**config.mk**
```make
export PLATFORM = sky130hd
export DESIGN_NAME = mw_eeprom_ctrl
export DESIGN_NICKNAME = d
export VERILOG_FILES = /design/src/rtl/mw_eeprom_ctrl.sv
export SDC_FILE = /design/constraint.sdc
export NUM_CORES = 1
export LEC_CHECK = 0
export ABC_AREA = 1
export CORE_AREA = 2 2 96 98
export DETAILED_ROUTE_END_ITERATION = 8
export DIE_AREA = 0 0 98 100
export DONT_BUFFER_PORTS = 1
export PLACE_DENSITY = 0.57
export SYNTH_ARGS = -nofsm -noshare
export SYNTH_HDL_FRONTEND = slang
export SYNTH_SLANG_ARGS = --single-unit
```
**constraint.sdc**
```tcl
create_clock -name clk -period 3.6 [get_ports clk]
set_clock_uncertainty 0.1 [all_clocks]
set_input_delay 0.36 -clock clk [delete_from_list [all_inputs] [get_ports clk]]
set_output_delay 0.36 -clock clk [all_outputs]
set_load 0.01 [all_outputs]
```
**src/rtl/mw_eeprom_ctrl.sv**
```systemverilog
// mw_eeprom_ctrl: single-command sequencer for a 93xx Microwire serial EEPROM (x16).
//
// Drives the serial pins for READ, WRITE, ERASE, EWEN, EWDS, ERAL and WRAL. Program
// operations finish with a ready/busy poll on DO.
//
// Optional build macro MW_TIMEOUT_EN: the ready poll gives up after POLL_MAX samples and
// reports rsp_err. Without it, the poll waits until DO goes high or rst is asserted.
//
// Ports:
//   clk, rst         system clock; asynchronous active-high reset
//   cmd_valid/ready  command handshake; cmd_ready is high only in IDLE
//   cmd_op           2-bit Microwire opcode (00 selects extended ops via cmd_addr top bits)
//   cmd_addr         word address / extended op select
//   cmd_wdata        write data for WRITE/WRAL
//   rsp_valid        one-cycle completion pulse
//   rsp_rdata        last READ data, held until the next READ completes
//   rsp_err          READ dummy-bit error or poll timeout, valid with rsp_valid
//   busy             ~cmd_ready
//   mw_cs/sk/di      EEPROM chip select, serial clock, serial data in
//   mw_do            EEPROM serial data out / ready status (asynchronous, synchronised here)
module mw_eeprom_ctrl #(
  parameter int unsigned ADDR_W   = 6,
  parameter int unsigned DATA_W   = 16,
  parameter int unsigned SK_DIV   = 4,
  parameter int unsigned POLL_MAX = 4096
) (
  input  logic              clk,
  input  logic              rst,
  input  logic              cmd_valid,
  output logic              cmd_ready,
  input  logic [1:0]        cmd_op,
  input  logic [ADDR_W-1:0] cmd_addr,
  input  logic [DATA_W-1:0] cmd_wdata,
  output logic              rsp_valid,
  output logic [DATA_W-1:0] rsp_rdata,
  output logic              rsp_err,
  output logic              busy,
  output logic              mw_cs,
  output logic              mw_sk,
  output logic              mw_di,
  input  logic              mw_do
);

  localparam int unsigned HDR_W   = 3 + ADDR_W;
  localparam int unsigned BIT_MAX = (HDR_W > DATA_W) ? HDR_W : DATA_W;
  localparam int unsigned CNT_W   = (BIT_MAX > 1) ? $clog2(BIT_MAX) : 1;
  localparam int unsigned DIV_W   = (SK_DIV > 1) ? $clog2(SK_DIV) : 1;
`ifdef MW_TIMEOUT_EN
  localparam int unsigned POLL_W  = (POLL_MAX > 1) ? $clog2(POLL_MAX) : 1;
`endif

  typedef enum logic [2:0] {
    StIdle,
    StHdr,
    StRdata,
    StWdata,
    StPollGap,
    StPoll,
    StFin,
    StGap
  } state_e;

  state_e              state_q, state_d;
  logic [1:0]          op_q, op_d;
  logic [1:0]          ext_q, ext_d;
  logic [HDR_W-1:0]    hdr_q, hdr_d;
  logic [DATA_W-1:0]   wsh_q, wsh_d;
  logic [DATA_W-1:0]   rsh_q, rsh_d;
  logic [DATA_W-1:0]   rdata_q, rdata_d;
  logic                err_q, err_d;
  logic                rsp_valid_q, rsp_valid_d;
  logic                rsp_err_q, rsp_err_d;
  logic                cs_q, cs_d;
  logic                sk_q, sk_d;
  logic                di_q, di_d;
  logic [DIV_W-1:0]    div_q, div_d;
  logic                half_q, half_d;
  logic [CNT_W-1:0]    bit_q, bit_d;
  logic                do_s1_q, do_s1_d;
  logic                do_s2_q, do_s2_d;
`ifdef MW_TIMEOUT_EN
  logic [POLL_W-1:0]   poll_q, poll_d;
`endif

  logic tick, slot_end, sk_rise;
  logic is_read, has_wdata, is_prog;
  logic hdr_last, data_last;

  // One slot = low half then high half of SK, each SK_DIV clocks long.
  assign tick     = (div_q == DIV_W'(SK_DIV - 1));
  assign slot_end = tick & half_q;
  assign sk_rise  = tick & ~half_q;

  assign is_read   = (op_q == 2'b10);
  assign has_wdata = (op_q == 2'b01) || ((op_q == 2'b00) && (ext_q == 2'b01));
  assign is_prog   = (op_q == 2'b01) || (op_q == 2'b11) ||
                     ((op_q == 2'b00) && ((ext_q == 2'b10) || (ext_q == 2'b01)));

  assign hdr_last  = (bit_q == CNT_W'(HDR_W - 1));
  assign data_last = (bit_q == CNT_W'(DATA_W - 1));

  always_comb begin
    state_d     = state_q;
    op_d        = op_q;
    ext_d       = ext_q;
    hdr_d       = hdr_q;
    wsh_d       = wsh_q;
    rsh_d       = rsh_q;
    rdata_d     = rdata_q;
    err_d       = err_q;
    rsp_valid_d = 1'b0;
    rsp_err_d   = 1'b0;
    cs_d        = cs_q;
    sk_d        = sk_q;
    di_d        = di_q;
    bit_d       = bit_q;
    do_s1_d     = mw_do;
    do_s2_d     = do_s1_q;
`ifdef MW_TIMEOUT_EN
    poll_d      = poll_q;
`endif
    // Slot timer free-runs; states that need it parked override below.
    if (tick) begin
      div_d  = '0;
      half_d = ~half_q;
    end else begin
      div_d  = div_q + DIV_W'(1);
      half_d = half_q;
    end

    unique case (state_q)
      StIdle: begin
        div_d  = '0;
        half_d = 1'b0;
        if (cmd_valid) begin
          op_d    = cmd_op;
          ext_d   = cmd_addr[ADDR_W-1 -: 2];
          hdr_d   = {1'b1, cmd_op, cmd_addr};
          wsh_d   = cmd_wdata;
          err_d   = 1'b0;
          bit_d   = '0;
          state_d = StHdr;
        end
      end

      StHdr: begin
        if (!cs_q) begin
          // First cycle after accept: raise CS and present the start bit.
          cs_d   = 1'b1;
          sk_d   = 1'b0;
          di_d   = hdr_q[HDR_W-1];
          div_d  = '0;
          half_d = 1'b0;
        end else begin
          if (sk_rise) sk_d = 1'b1;
          if (slot_end) begin
            sk_d  = 1'b0;
            hdr_d = hdr_q << 1;
            if (hdr_last) begin
              bit_d = '0;
              if (is_read) begin
                // DO must show the dummy 0 after the last address bit.
                if (do_s2_q) err_d = 1'b1;
                di_d    = 1'b0;
                state_d = StRdata;
              end else if (has_wdata) begin
                di_d    = wsh_q[DATA_W-1];
                state_d = StWdata;
              end else if (is_prog) begin
                cs_d    = 1'b0;
                di_d    = 1'b0;
                state_d = StPollGap;
              end else begin
                cs_d    = 1'b0;
                di_d    = 1'b0;
                state_d = StFin;
              end
            end else begin
              bit_d = bit_q + CNT_W'(1);
              di_d  = hdr_q[HDR_W-2];
            end
          end
        end
      end

      StRdata: begin
        if (sk_rise) sk_d = 1'b1;
        if (slot_end) begin
          sk_d  = 1'b0;
          rsh_d = {rsh_q[DATA_W-2:0], do_s2_q};
          if (data_last) begin
            bit_d   = '0;
            cs_d    = 1'b0;
            di_d    = 1'b0;
            state_d = StFin;
          end else begin
            bit_d = bit_q + CNT_W'(1);
          end
        end
      end

      StWdata: begin
        if (sk_rise) sk_d = 1'b1;
        if (slot_end) begin
          sk_d  = 1'b0;
          wsh_d = wsh_q << 1;
          if (data_last) begin
            bit_d   = '0;
            cs_d    = 1'b0;
            di_d    = 1'b0;
            state_d = StPollGap;
          end else begin
            bit_d = bit_q + CNT_W'(1);
            di_d  = wsh_q[DATA_W-2];
          end
        end
      end

      // CS low for one slot time (tCS) starts the internal program cycle.
      StPollGap: begin
        if (slot_end) begin
          cs_d    = 1'b1;
          sk_d    = 1'b0;
          di_d    = 1'b0;
`ifdef MW_TIMEOUT_EN
          poll_d  = '0;
`endif
          state_d = StPoll;
        end
      end

      // DO reads 0 while busy, 1 when ready; SK stays low.
      StPoll: begin
        if (slot_end) begin
          if (do_s2_q) begin
            cs_d    = 1'b0;
            state_d = StFin;
          end
`ifdef MW_TIMEOUT_EN
          else if (poll_q == POLL_W'(POLL_MAX - 1)) begin
            err_d   = 1'b1;
            cs_d    = 1'b0;
            state_d = StFin;
          end else begin
            poll_d = poll_q + POLL_W'(1);
          end
`endif
        end
      end

      StFin: begin
        rsp_valid_d = 1'b1;
        rsp_err_d   = err_q;
        if (is_read) rdata_d = rsh_q;
        div_d   = '0;
        half_d  = 1'b0;
        state_d = StGap;
      end

      StGap: begin
        if (slot_end) state_d = StIdle;
      end

      default: begin
        cs_d    = 1'b0;
        sk_d    = 1'b0;
        di_d    = 1'b0;
        state_d = StIdle;
      end
    endcase
  end

  always_ff @(posedge clk or posedge rst) begin
    if (rst) begin
      state_q     <= StIdle;
      op_q        <= '0;
      ext_q       <= '0;
      hdr_q       <= '0;
      wsh_q       <= '0;
      rsh_q       <= '0;
      rdata_q     <= '0;
      err_q       <= 1'b0;
      rsp_valid_q <= 1'b0;
      rsp_err_q   <= 1'b0;
      cs_q        <= 1'b0;
      sk_q        <= 1'b0;
      di_q        <= 1'b0;
      div_q       <= '0;
      half_q      <= 1'b0;
      bit_q       <= '0;
      do_s1_q     <= 1'b0;
      do_s2_q     <= 1'b0;
`ifdef MW_TIMEOUT_EN
      poll_q      <= '0;
`endif
    end else begin
      state_q     <= state_d;
      op_q        <= op_d;
      ext_q       <= ext_d;
      hdr_q       <= hdr_d;
      wsh_q       <= wsh_d;
      rsh_q       <= rsh_d;
      rdata_q     <= rdata_d;
      err_q       <= err_d;
      rsp_valid_q <= rsp_valid_d;
      rsp_err_q   <= rsp_err_d;
      cs_q        <= cs_d;
      sk_q        <= sk_d;
      di_q        <= di_d;
      div_q       <= div_d;
      half_q      <= half_d;
      bit_q       <= bit_d;
      do_s1_q     <= do_s1_d;
      do_s2_q     <= do_s2_d;
`ifdef MW_TIMEOUT_EN
      poll_q      <= poll_d;
`endif
    end
  end

  assign cmd_ready = (state_q == StIdle);
  assign busy      = ~cmd_ready;
  assign rsp_valid = rsp_valid_q;
  assign rsp_err   = rsp_err_q;
  assign rsp_rdata = rdata_q;
  assign mw_cs     = cs_q;
  assign mw_sk     = sk_q;
  assign mw_di     = di_q;

endmodule

```
; After elaboration in Yosys (flattened, before gate mapping)
; Cells that the tools add are included.
[word_totals]
register_bits = 79
inputBits = 28
output_inout_bits = 23
word_cells = 152
[classes]
n_addsub = 2
eq_ne = 32
muxes = 69
bitwise = 4
n_reduce_logical = 27
[op_table]
columns = cell, count
row1 = 3-bit 2-to-1 mux, 14
row2 = 16-bit 2-to-1 mux, 2
row3 = 16-bit case mux with 2 select lines, 1
row4 = 1-bit 2-to-1 mux, 31
row5 = 2-bit != test (second input constant), 14
row6 = 9-bit 2-to-1 mux, 3
row7 = 4-bit 2-to-1 mux, 6
row8 = 3-bit case mux with 8 select lines, 1
row9 = 9-bit case mux with 2 select lines, 1
row10 = 3-bit equality test (second input constant), 4
row11 = 4-bit case mux with 3 select lines, 1
row12 = 12-bit AND reduction, 1
row13 = 6-bit AND reduction, 2
row14 = 2-bit equality test (second input constant), 4
row15 = 4-bit equality test (second input constant), 2
row16 = 1-bit case mux with 4 select lines, 2
row17 = 2-bit AND reduction, 4
row18 = 4-bit nonzero test, 2
row19 = 7-bit AND reduction, 1
row20 = 3-bit by 2-bit equality test with 1-bit output (second input constant), 2
row21 = 2-bit 2-to-1 mux, 3
row22 = 3-bit nonzero test, 2
row23 = 5-bit AND reduction, 1
row24 = 4-bit by 1-bit adder with 4-bit output (second input constant), 1
row25 = other kinds (18), 29

; Logic depth before layout (Yosys ltp)
; Gate-level depths: netlist of run 1.
[depth]
ltp_word = 11
depth_mapped = 10
mapped_depth_nobuf = 10

; Worst setup path before layout of run 1
; No wires, ideal clock.
[synth_path]
path_kind = reg-to-reg
from = reg div_q[0]
to = reg hdr_q[7]
setup_time_ns = 0.119
arrival_ns = 1.440
t_required_ns = 3.381
setup_slack_ns = 1.941
stages_incl_launch_ff = 9
path_buffers = 1
synth_period_minus_slack_ns = 1.659
cell_sequence = dfrtp_1 > ha_1 > ha_1 > nand2_1 > nand3_1 > nand2_2 > nor2_8 > buf_6 > o21a_1
[synth_via]
elab_chain_len = 4
[synth_rtl]
columns = item, line
row1 = start: declaration, 76  ; logic [DIV_W-1:0] div_q, div_d;
row2 = start signal: assignment, 310  ; div_q <= div_d;
row3 = 2-bit equality test, 90  ; assign tick = (div_q == DIV_W'(SK_DIV - 1));
row4 = 1-bit bitwise AND, 91  ; assign slot_end = tick & half_q;
row5 = 2-bit != test (no source line), --
row6 = 4-bit AND reduction (no source line), --
row7 = end signal: assignment, 300  ; hdr_q <= hdr_d;
row8 = end: declaration, 66  ; logic [HDR_W-1:0] hdr_q, hdr_d;
; No other way between the ends.
; A chain may end at the register's enable or synchronous reset.

; Final worst setup path of run 1
[layout_path]
from = reg div_q[0]
to = reg wsh_q[2]
[layout_via]
elab_chain_len = 4
[layout_rtl]
columns = item, line
row1 = 2-bit equality test, 90
row2 = 1-bit bitwise AND, 91
row3 = 2-bit != test (no source line), --
row4 = 3-bit AND reduction (no source line), --
row5 = end signal: assignment, 301  ; wsh_q <= wsh_d;
row6 = end: declaration, 67  ; logic [DATA_W-1:0] wsh_q, wsh_d;
; No other way between the ends.

==> results of run 1 <==
## per-stage QoR
stage / power [W] / cell area (um2) / setup slack [ns] / utilization
3_5_place_dp: 0.00260 / 3920 / 1.19 / 0.441
2_1_floorplan: 0.00237 / 3890 / 1.12 / -
5_1_grt: 0.00357 / 4150 / 0.845 / 0.467
3_3_place_gp: 0.00258 / 3920 / 1.30 / 0.441
4_1_cts: 0.00331 / 4150 / 1.17 / 0.467
6_report: 0.00327 / 4150 / 1.15 / 0.467
## kinds of logic after synthesis
logic type / Yosys count
and+or+nand+nor: 197
AOI/OAI and AO/OA: 102
buffers and inverters: 79
DFF: 79
adders and majority gates: 7
xor gates and xnor gates: 1
muxes: 1
## power by group
group / total [W] / internal [W] / switching, W
clock network: 0.000705 / 0.000365 / 0.000340
registers: 0.00138 / 0.00116 / 0.000223
logic: 0.00118 / 0.000403 / 0.000779
total: 0.00327 / 0.00193 / 0.00134
## registers in the layout (all words and copies together), names as in the netlist, 2 cells and up
register	count
bit_q	4
div_q	2
ext_q	2
hdr_q	9
op_q	2
rsh_q	16
rsp_rdata	16
state_q	3
wsh_q	16
## synth_stat cells, drive strengths merged
master and instances:
a21oi 23, a21boi 1, or2 1, nand3 17
mux2 1, nor2 54, a31o 1, nor3 1
o211ai 14, clkbuf 3, a31oi 6, dfrtp 79
o21a 1, inv 61, buf 14, xor2 1
clkinv 1, nand2 117, o21ai 56, nand4 6
nand3b 1, ha 7
## area by class of cell
type / instances / share of cell area
sequential: 79 / 0.476
timing repair buffer: 4 / 0.00784
multi-input combinational: 308 / 0.372
inverter: 62 / 0.0576
clock buffer: 11 / 0.0365
clock inverter: 5 / 0.0157
tap: 111 / 0.0335
## critical path, stage by stage, from the launching register on
cell and delay (ns):
dfrtp_1 0.36, ha_1 0.22, ha_1 0.30, inv_1 0.19
o21ai_2 0.86, o211ai_1 0.19, o21ai_0 0.13
## worst min-delay path by stage
stage | startpoint | endpoint | slack (ns)
CTS | rst | rsh_q[6] | 0.005
finish | rst | rsh_q[6] | -0.03
detailed placement | do_s1_q | do_s2_q | 0.24
global placement | do_s1_q | do_s2_q | 0.24
floorplan | do_s1_q | do_s2_q | 0.23
global route | cmd_addr[0] | hdr_q[0] | 0.02
## layer usage
metal | part of all wire | vias up
li1 | - | 1494
met1 | 0.47 | 1386
met2 | 0.46 | 61
met3 | 0.045 | 18
met4 | 0.026 | 0
met5 | 0 | -
==> results.yml, run 1 <==
status:
  status: "complete, but fails checks"
  failed_checks: "hold timing"
worst_setup_path:
  rrSetupSlack_ns: 1.15
  cp-start-kind: "flop"
  rr_worst_depth: 6
  cp-end-kind: "flop"
  cp_data_arrival_time_ns: 2.62
  criticalPathCategory: "reg2reg"
  critPathLaunch: "div_q[0]"
  critical_path_required_ns: 3.77
  crit_fanout: 31
  crit_path_end: "wsh_q[2]"
  reg2reg_to: "wsh_q[2]"
  r2r_start: "div_q[0]"
floorplanning:
  core_mm2: 0.00889
  io_pins: 51
  initial_core_util: 0.437
  fp-row-count: 35
  die_y_um: 100
  dieArea_mm2: 0.00980
  die_w_um: 98
placement:
  io_buffer_count: 0
  place_hpwl_mm: 5.54
  gp_congestion: 0.967
  placedCellCount: 563
cts:
  clk_latency_ns: 0.35
  cts_resized: 0
  cts.sinks: 79
  cts_max_path_buffers: 2
  cts_tree: "done"
  post-cts-setup-buffers: 0
  cts.htree.levels: 3
  cts_buffers: 9
  cts_root_buf: "clkbuf_8"
  hold_buffers: 1
  clkTransAtPathRegs_ns: 0.09
synth:
  ys_ff_latch: 79
  ys_warn_count: 0
  synth_area_per_cell_um2: 8.34
  synthAdderAreaFrac: 0.0225
  yosysTopAreaCell: "dfrtp_1"
  netlist_area_mm2: 0.00389
  yosys.area_share.simple: 0.223
  synth_nets: 501
  yosysTopAreaCellShare: 0.509
  syn_inst: 466
  ys_types: 34
  synth_xor_area_frac: 0.00225
  ys_seq_area_frac: 0.509
  synth_top_family_by_area: "simple AND/OR/NAND/NOR gates"
  synth_mux_area_frac: 0.00290
  synth_compound_area_frac: 0.146
  synth_area_leaders: "dfrtp_1, nand2_1, o21ai_0"
flow_run:
  drv_cap: 0
sta:
  worstMarginPinSlew_ns: 1.06
  hold_slack_ns: -0.0268
  fin_tns_setup_ns: 0
  finalCriticalPeriod_ns: 2.45
  fmax_mhz: 408
  slew-limit-headroom: 0.293
  rsz0062_at_grt: "false"
  setup_viol: 0
  post-route-period-util: 0.681
  final_max_slew_viol_count: 0
  hold_violations: 46
final_layout:
  fin_cells: 580
  seq_area_mm2: 0.00198
  layout_commonest_cell: "nand2_1"
  diodes: 0
  multi_input_area_mm2: 0.00155
  final_cell_mix: "nand2_1, dfrtp_1, inv_1"
  synthToLayoutAreaGrowth_pct: 6.73
  final_nets: 499
  fillers: 893
  layout-drive-gt1-share: 0.0981
routing:
  wire_per_inst_um: 13.5
  drt-initial-drc-count: 97
  vias_per_cell: 5.10
  antenna_left: 0
  routed_wl_mm: 7.83
  num_vias: 2959
  drc_errors: 0
  first_pass_iters: 4
power:
  p_per_area_mw_per_mm2: 788
  p_leak_nw: 1.96
  irDropWorstVdd_mv: 0.269
global_route:
  met2_usage: 0.271
  grt_pass1_wl_mm: 13.3
  grt_max_degree: 57
  met1_usage: 0.221
  grt_pass1_vias: 2782
  overflow: 0
  top_usage_layer: "met2"
  grt_usage: 0.170
  antenna_found_initial: 0
  gr-usage-met3: 0.0390
min_path:
  min_path_type: "in2async"
(Power assumes the default switching activity.)
==> inputs of run 2 (changes only) <==
==> constraint.sdc (replaced) <==
create_clock -name clk -period 2.6 [get_ports clk]
set_clock_uncertainty 0.1 [all_clocks]
set_input_delay 0.26 -clock clk [delete_from_list [all_inputs] [get_ports clk]]
set_output_delay 0.26 -clock clk [all_outputs]
set_load 0.01 [all_outputs]
==> run 2 against run 1 <==
  * The run now ends clean
  * Count of clock-buffer cells in the layout grew 1
  * Sequential share of layout area down 2.7 points
  * Total power is 38% higher
  * Fmax rose by 25%
  * Core utilization increased by 2.8 points
  * Critical path type unchanged
  * Critical endpoint is now state_q[2]
  * Largest cell class unchanged
  * Largest power group unchanged
  * Highest routed layer unchanged
==> results.yml, run 2 (same netlist as run 1, synthesis figures left out) <==
power:
  irDropWorstVdd_mv: 0.354
  p_int_w: 0.00267
  p_leak_nw: 2.06
  p_per_area_mw_per_mm2: 1030
  p_switching_w: 0.00185
  pwr-share-comb: 0.370
  total_power_w: 0.00452
  p_sw_frac: 0.409
  clkPwrFrac: 0.204
  power_frac_seq: 0.426
global_route:
  antenna_found_initial: 0
  grt_pass1_wl_mm: 13.9
  grt_max_degree: 46
  overflow: 0
  grt_pass1_vias: 2964
  grt_usage: 0.178
worst_setup_path:
  cp_slowest_cell: "dfrtp_1"
  path_cells: "inv_2 -> nand2_1 -> nor2_1 -> buf_4 -> nand2_1 -> nand2_1 -> nor2_1 -> nand3_1 -> nand2_1 -> nand2_1"
  critPathLaunch: "state_q[1]"
  critPathMaxStageDelay_ns: 0.71
  worst-path-buf-inv: 2
  cp-end-kind: "flop"
  crit_path_frequent_cell: "nand2_1"
  r2r_start: "state_q[1]"
  critical_path_required_ns: 2.73
  criticalPathCategory: "reg2reg"
  crit_family: "flip-flops"
  cp-start-kind: "flop"
  crit_fanout: 21
  cp_data_arrival_time_ns: 2.09
routing:
  wire_per_inst_um: 13.2
  num_vias: 3081
  first_pass_iters: 4
  antenna_left: 0
  vias_per_cell: 5.08
  drt-initial-drc-count: 146
  drc_errors: 0
  routed_wl_mm: 7.99
status:
  status: "complete, no violations"
sta:
  hold_slack_ns: 0.0210
  setup_viol: 0
  hold_violations: 0
  post-route-period-util: 0.753
  rsz0062_at_grt: "false"
  slew-limit-headroom: 0.595
  worstMarginPinSlew_ns: 0.608
  fin_tns_setup_ns: 0
  fmax_mhz: 511
  final_max_slew_viol_count: 0
  finalCriticalPeriod_ns: 1.96
cts:
  cts_root_buf: "clkbuf_8"
  cts.htree.levels: 3
  cts_max_path_buffers: 2
  cts_resized: 0
  clk_latency_ns: 0.35
  cts_tree: "done"
  cts.sinks: 79
  cts_buffers: 9
  clkTransAtPathRegs_ns: 0.08
floorplanning:
  io_pins: 51
  core_mm2: 0.00889
  die_w_um: 98
  dieArea_mm2: 0.00980
  die_y_um: 100
  fp-row-count: 35
  initial_core_util: 0.437
final_layout:
  fillers: 842
  final_cell_mix: "nand2_1, dfrtp_1, inv_1"
  seq_area_mm2: 0.00198
  diodes: 0
  final_nets: 525
  multi_input_area_mm2: 0.00155
  fin_area_mm2: 0.00440
  layout_commonest_cell: "nand2_1"
  fin_cells: 606
  synthToLayoutAreaGrowth_pct: 13.1
  layout-drive-gt1-share: 0.0949
min_path:
  hold_start: "cmd_addr[3]"
  min_path_type: "in2reg"
flow_run:
  drv_cap: 0
placement:
  io_buffer_count: 0
  place_area_mm2: 0.00396
  gp_congestion: 0.908
  place_hpwl_mm: 5.70
  placedCellCount: 566
==> run 2: changes by cell type in the layout (fill, tap and decap cells not counted), sizes merged <==
cell	before	now
clkinvlp	0	2
clkinv	5	2
clkbuf	11	12
buf	3	6
dlygate4sd3	1	24
==> run 2: layout make-up <==
type | count | share of cell area
inverter | 62 | 0.0544
timing repair buffer | 30 | 0.0677
clock inverter | 4 | 0.0122
tap | 111 | 0.0316
sequential | 79 | 0.450
multi-input combinational | 308 | 0.351
clock buffer | 12 | 0.0330
==> run 2: per-layer routing <==
metal,wire (um),vias up,track usage
li1,-,1544,-
met1,3630,1451,0.229
met3,324,15,0.0369
met4,189,0,0.0801
met5,0,-,0
met2,3840,71,0.290
==> run 2: worst paths after layout <==
check | to | slack, ns | cells past startpoint
min in group asynchronous | rsp_rdata[5] | 0.31 | 2
max | state_q[2] | 0.64 | 10
max in group asynchronous | div_q[0] | 1.44 | 3
min reg2reg | do_s2_q | 0.25 | 0
max reg2reg | state_q[2] | 0.64 | 10
min | hdr_q[3] | 0.02 | 2
==> run 2: power groups by stage <==
stage               registers [W]  clock network [W]  logic [W]
global placement          0.00194                  0    0.00163
CTS                       0.00193           0.000962    0.00169
global route              0.00197            0.00102    0.00196
floorplan                 0.00183                  0    0.00145
finish                    0.00192           0.000922    0.00167
detailed placement        0.00195                  0    0.00165
==> run 2: through the flow <==
step,worst slack [ns],utilization
after detailed placement,0.642,0.445
after floorplan,0.217,-
after CTS,0.622,0.495
after global placement,0.677,0.445
after global routing,0.403,0.495
final,0.643,0.495
==> run 2: timing repair <==
action	CTS	global route
hold buffers	24	0
setup buffers	0	0
endpoints found under the hold margin	60	0
